===== config.mk =====
export PLATFORM = sky130hd
export DESIGN_NAME = ysyx_22050039_lsu
export DESIGN_NICKNAME = d
export VERILOG_FILES = /design/src/rtl/ysyx_22050039_lsu.sv
export SDC_FILE = /design/constraint.sdc
export NUM_CORES = 1
export LEC_CHECK = 0
export BUFFER_PORTS_ARGS = -buffer_cell sky130_fd_sc_hd__clkbuf_2
export CORE_MARGIN = 5
export CORE_UTILIZATION = 50
export DETAILED_ROUTE_END_ITERATION = 7
export GPL_ROUTABILITY_DRIVEN = 0
export HOLD_SLACK_MARGIN = 0.02
export PLACE_DENSITY_LB_ADDON = 0.1
export SLEW_MARGIN = 20
export SYNTH_ARGS = -nofsm -noshare
export SYNTH_HDL_FRONTEND = slang
export SYNTH_SLANG_ARGS = --single-unit
export TNS_END_PERCENT = 1

===== constraint.sdc =====
create_clock -name clk -period 2.87 [get_ports clk]
set_input_delay 0.7175 -clock clk [delete_from_list [all_inputs] [get_ports clk]]
set_output_delay 0.7175 -clock clk [all_outputs]
set_load 0.005 [all_outputs]

===== src/rtl/ysyx_22050039_lsu.sv =====
// Load/store unit: one memory op in flight between execute and writeback.
// Aligns store data/masks onto an 8-byte memory port and extends returned load data.
module ysyx_22050039_lsu #(
  parameter int XLEN = 64,
  parameter int RD_W = 5
) (
  input  logic            clk,
  input  logic            rst,
  input  logic            req_valid,
  output logic            req_ready,
  input  logic            req_wen,
  input  logic [1:0]      req_size,
  input  logic            req_unsigned,
  input  logic [XLEN-1:0] req_addr,
  input  logic [XLEN-1:0] req_wdata,
  input  logic [RD_W-1:0] req_rd,
  output logic            mem_valid,
  input  logic            mem_ready,
  output logic            mem_wen,
  output logic [XLEN-1:0] mem_addr,
  output logic [XLEN-1:0] mem_wdata,
  output logic [7:0]      mem_wmask,
  input  logic            mem_rvalid,
  input  logic [XLEN-1:0] mem_rdata,
  output logic            resp_valid,
  input  logic            resp_ready,
  output logic [XLEN-1:0] resp_data,
  output logic [RD_W-1:0] resp_rd,
  output logic            resp_err
);

  typedef enum logic [1:0] {S_IDLE, S_REQ, S_WAIT_R, S_RESP} state_e;

  state_e          state_q;
  logic            wen_q, uns_q, err_q;
  logic [1:0]      size_q;
  logic [XLEN-1:0] addr_q, wdata_q, rdata_q;
  logic [RD_W-1:0] rd_q;

  logic            misaligned;
  logic [XLEN-1:0] shifted;
  logic [XLEN-1:0] load_data_d;
  logic [7:0]      size_mask;

  always_comb begin
    unique case (req_size)
      2'd0:    misaligned = 1'b0;
      2'd1:    misaligned = req_addr[0];
      2'd2:    misaligned = |req_addr[1:0];
      default: misaligned = |req_addr[2:0];
    endcase
  end

  always_comb begin
    shifted = mem_rdata >> {addr_q[2:0], 3'b000};
    unique case (size_q)
      2'd0: load_data_d = uns_q ? XLEN'(shifted[7:0])
                                : {{(XLEN-8){shifted[7]}}, shifted[7:0]};
      2'd1: load_data_d = uns_q ? XLEN'(shifted[15:0])
                                : {{(XLEN-16){shifted[15]}}, shifted[15:0]};
      2'd2: load_data_d = uns_q ? XLEN'(shifted[31:0])
                                : {{(XLEN-32){shifted[31]}}, shifted[31:0]};
      default: load_data_d = shifted;
    endcase
  end

  always_comb begin
    unique case (size_q)
      2'd0:    size_mask = 8'h01;
      2'd1:    size_mask = 8'h03;
      2'd2:    size_mask = 8'h0f;
      default: size_mask = 8'hff;
    endcase
  end

  always_ff @(posedge clk) begin
    if (!rst) begin
      state_q <= S_IDLE;
      wen_q   <= 1'b0;
      uns_q   <= 1'b0;
      err_q   <= 1'b0;
      size_q  <= 2'd0;
      addr_q  <= '0;
      wdata_q <= '0;
      rdata_q <= '0;
      rd_q    <= '0;
    end else begin
      unique case (state_q)
        S_IDLE: if (req_valid) begin
          wen_q   <= req_wen;
          uns_q   <= req_unsigned;
          size_q  <= req_size;
          addr_q  <= req_addr;
          wdata_q <= req_wdata;
          rd_q    <= req_rd;
          err_q   <= misaligned;
          rdata_q <= '0;
          state_q <= misaligned ? S_RESP : S_REQ;
        end
        S_REQ: if (mem_ready) state_q <= wen_q ? S_RESP : S_WAIT_R;
        // rvalid coinciding with the request handshake is ignored by construction
        S_WAIT_R: if (mem_rvalid) begin
          rdata_q <= load_data_d;
          state_q <= S_RESP;
        end
        S_RESP: if (resp_ready) state_q <= S_IDLE;
        default: state_q <= S_IDLE;
      endcase
    end
  end

  assign req_ready  = (state_q == S_IDLE);
  assign mem_valid  = (state_q == S_REQ);
  assign mem_wen    = mem_valid & wen_q;
  assign mem_addr   = mem_valid ? {addr_q[XLEN-1:3], 3'b000} : '0;
  assign mem_wdata  = mem_wen ? (wdata_q << {addr_q[2:0], 3'b000}) : '0;
  assign mem_wmask  = mem_wen ? (size_mask << addr_q[2:0]) : 8'h00;
  assign resp_valid = (state_q == S_RESP);
  assign resp_err   = resp_valid & err_q;
  assign resp_data  = (resp_valid && !wen_q && !err_q) ? rdata_q : '0;
  assign resp_rd    = (resp_valid && !wen_q) ? rd_q : '0;

endmodule


==> impl_metrics.py <==
metrics = {
    "outcome": {
        "status": "finished, final reports clean",
    },
    "setup_path": {
        "critical_path.endpoint_type": "output port",
        "start_kind": "register",
        "rr_worst_depth": 6,
        "path_max_fanout": 15,
        "crit_arrival_ns": 2.13,
        "worst_r2r_startpoint": "addr_q[1]$_SDFFE_PN0P_",
        "r2r_slack_ns": 0.10,
        "worst-setup-path-type": "reg -> out",
        "timing.rr.end": "rdata_q[18]$_SDFFE_PN0P_",
        "critPathRequiredTime_ns": 2.15,
    },
    "cts": {
        "tritoncts": "done",
        "cts-root-buf": "clkbuf_16",
        "htree_num_levels": 1,
        "cts_buffer_depth": 3,
        "holdBufCountCts": 0,
        "clock_sinks": 204,
        "clkTransAtPathRegs_ns": 0.06,
        "cts_inserted_buffers": 23,
        "clk-insertion-delay-late_ns": 0.51,
    },
    "floorplan": {
        "num_rows": 56,
        "dieHeight_um": 164.2,
        "die_area_mm2": 0.02695,
        "core-area_mm2": 0.02347,
        "chipWidth_um": 164.2,
        "io-pin-count": 417,
        "initial_core_util_pct": 50.63,
    },
    "logic_synthesis": {
        "synthDistinctLibCells": 52,
        "synthArstFlopShare_pct": 0,
        "yosys-mux-area-fraction_pct": 17.74,
        "ys_warn_count": 0,
        "synth_top_family_by_area": "simple AND/OR/NAND/NOR gates",
        "synthFlopType": "dfxtp_1",
        "synth_edf_count": 0,
        "yosysSeqAreaShare_pct": 34.36,
        "synth-adder-area-share_pct": 0.4211,
        "synth_seq_cells": 204,
        "synth-simple-area-share_pct": 25.50,
        "syn_inst": 1520,
        "synthesis.area_mm2": 0.01189,
        "synth_compound_area_share_pct": 16.75,
        "yosys.area_share.xor_xnor_pct": 0,
        "synth.avg_cell_area_um2": 7.819,
    },
    "routing": {
        "first_iter_violations": 1172,
        "drc": 0,
        "post_drt_via_cell_ratio": 5.702,
        "ant_nets": 0,
        "routed_wirelength_um": 44050,
        "dr.pass1.iters": 6,
        "avgRoutedWirePerCell_um": 19.90,
        "vias": 12620,
    },
    "timing": {
        "fin_crit_ns": 2.844,
        "fin_crit_sh_pct": 99.10,
        "fin_worst_skew_ns": 0.01563,
        "slew_viol_final": 0,
        "finalHoldViolCount": 0,
        "rsz0062_at_grt": "yes",
        "fmax_ghz": 0.3516,
        "worst_pin_slew_ns": 1.024,
        "finalSetupViolCount": 0,
        "slew_headroom_pct": 31.74,
    },
    "global_routing": {
        "met3_usage_pct": 7.930,
        "grt_max_degree": 65,
        "met1_usage_pct": 35.98,
        "antenna_found_initial": 2,
        "met2_usage_pct": 53.44,
        "grt-busiest-layer": "met2",
        "grt_overflow": 0,
        "grt.total_usage_pct": 30.75,
        "grt_pass1_wl_um": 66380,
        "grt_pass1_vias": 12250,
    },
    "power": {
        "p_int_mw": 6.619,
        "p_per_area_mw_per_mm2": 704.3,
        "pwr-share-seq_pct": 33.8,
        "p_sw_share_pct": 38.47,
        "switchingPower_mw": 4.139,
        "leakage_nw": 6.619,
        "peakVddDrop_mv": 0.6123,
        "pwr-share-comb_pct": 38.7,
        "p_clk_share_pct": 27.5,
    },
    "place": {
        "port_buffers": 413,
        "dp_hpwl_um": 32180,
        "dp.cells": 2162,
    },
    "final_layout": {
        "final_nets": 2090,
        "n_antenna_cell": 0,
        "stdcell_count": 2214,
        "fin_util_pct": 65.07,
        "areaGrowthSynthToFinish_pct": 28.52,
        "layout-drive-gt1-share_pct": 31.72,
    },
    "min_path": {
        "hold_start": "req_addr[34]",
        "holdPathStages": 3,
        "min_to": "addr_q[34]$_SDFFE_PN0P_",
        "min_path_type": "in -> reg",
    },
    "flow_run": {
        "drv_cap": 0,
    },
}
-- layout by cell type (no fill, tap or decap), types with 9 or more instances in the layout --
master	n
clkbuf_2	413
and2_1	154
o21ai_0	62
and3_1	16
nand2_1	379
a221o_1	14
mux4_2	47
buf_4	34
nor2_1	87
a21oi_1	191
clkbuf_16	26
mux2i_1	87
dfxtp_1	199
mux2_2	13
buf_12	9
-- critical path: stages, from the launching register on --
cell      delay [ns]
dfxtp_2         0.34
inv_1           0.08
ha_1            0.16
nand2_1         0.10
buf_6           0.19
nor2_2          0.14
nand2_2         0.23
a21oi_1         0.19
clkbuf_2        0.17
-- final cells by class --
cell class	count	area, µm²
fill	2100	8198
clock buffer	32	679.4
sequential	204	4098
inverter	11	45.04
tap	319	399.1
multi-input combinational	1170	7251
timing repair buffer	469	2718
clock inverter	9	85.08
-- power groups by stage --
stage               clock [mW]  sequential [mW]  combinational (mW)
floorplan                    0             3.50                2.84
global placement             0             3.68                3.91
detailed placement           0             3.70                3.96
CTS                       3.00             3.61                4.04
global route              3.12             3.68                4.56
finish                    2.96             3.63                4.17
-- routing by layer --
layer  vias up  part of all wire, %
met5         -                0.077
met4         4                  4.8
met3       133                   10
met2       671                   49
met1      5912                   36
li1       5904                    -
-- synthesized netlist by cell type (9+ instances only) --
cell type	n	area, µm²
nand2_1	381	1430
buf_1	9	33.78
mux2_2	15	168.9
nor2_1	91	341.6
and3_1	16	100.1
mux2i_1	88	880.8
clkbuf_1	98	367.9
o21ai_0	63	315.3
a21oi_1	192	960.9
a221o_1	14	140.1
dfxtp_1	204	4084
and2_1	155	969.7
buf_2	23	115.1
mux4_2	47	1059
-- cell families after synthesis --
group	count (synthesis)
AOI/OAI and AO/OA	340
adders and majority gates	4
buffers and inverters	148
DFF	204
muxes	150
other	1
and+or+nand+nor	673
-- worst max-delay path by stage --
stage	end	slack, ns	depth (start not counted)	startpoint
4_1_cts	mem_wmask[7]	-0.01	7	state_q[1]$_SDFFE_PN0P_
6_report	mem_wmask[1]	0.03	8	state_q[1]$_SDFFE_PN0P_
5_1_grt	resp_data[17]	-0.05	7	state_q[1]$_SDFFE_PN0P_
3_5_place_dp	rdata_q[18]$_SDFFE_PN0P_	0.08	6	mem_rdata[63]
2_1_floorplan	mem_wdata[56]	0.22	6	addr_q[0]$_SDFFE_PN0P_
3_3_place_gp	rdata_q[21]$_SDFFE_PN0P_	0.15	6	mem_rdata[63]
-- flip-flops by register name (all words and copies together) (netlist names) --
name / count
err_q: 1
rdata_q: 64
state_q: 2
wdata_q: 64
rd_q: 5
addr_q: 64
size_q: 2
wen_q: 1
uns_q: 1
-- per-stage QoR --
stage | setup TNS (ns) | hold WS [ns] | cell area [µm²] | total power, mW | setup slack [ns]
global placement | 0 | 0.4346 | 14260 | 7.589 | 0.1550
CTS | -0.02760 | 0.4041 | 15120 | 10.66 | -0.01336
floorplan | 0 | 0.4166 | 11890 | 6.343 | 0.2241
finish | 0 | 0.4184 | 15270 | 10.76 | 0.02583
detailed placement | 0 | 0.4339 | 14260 | 7.656 | 0.07865
global route | -1.513 | 0.4171 | 15270 | 11.36 | -0.04817
-- repair_timing --
item,CTS,global route
endpoints found under the setup margin,115,120
cloned,0,4
setup buffers,6,1
resized for setup,13,16
pin swaps,0,1
Power figures use the tool's default switching activity.
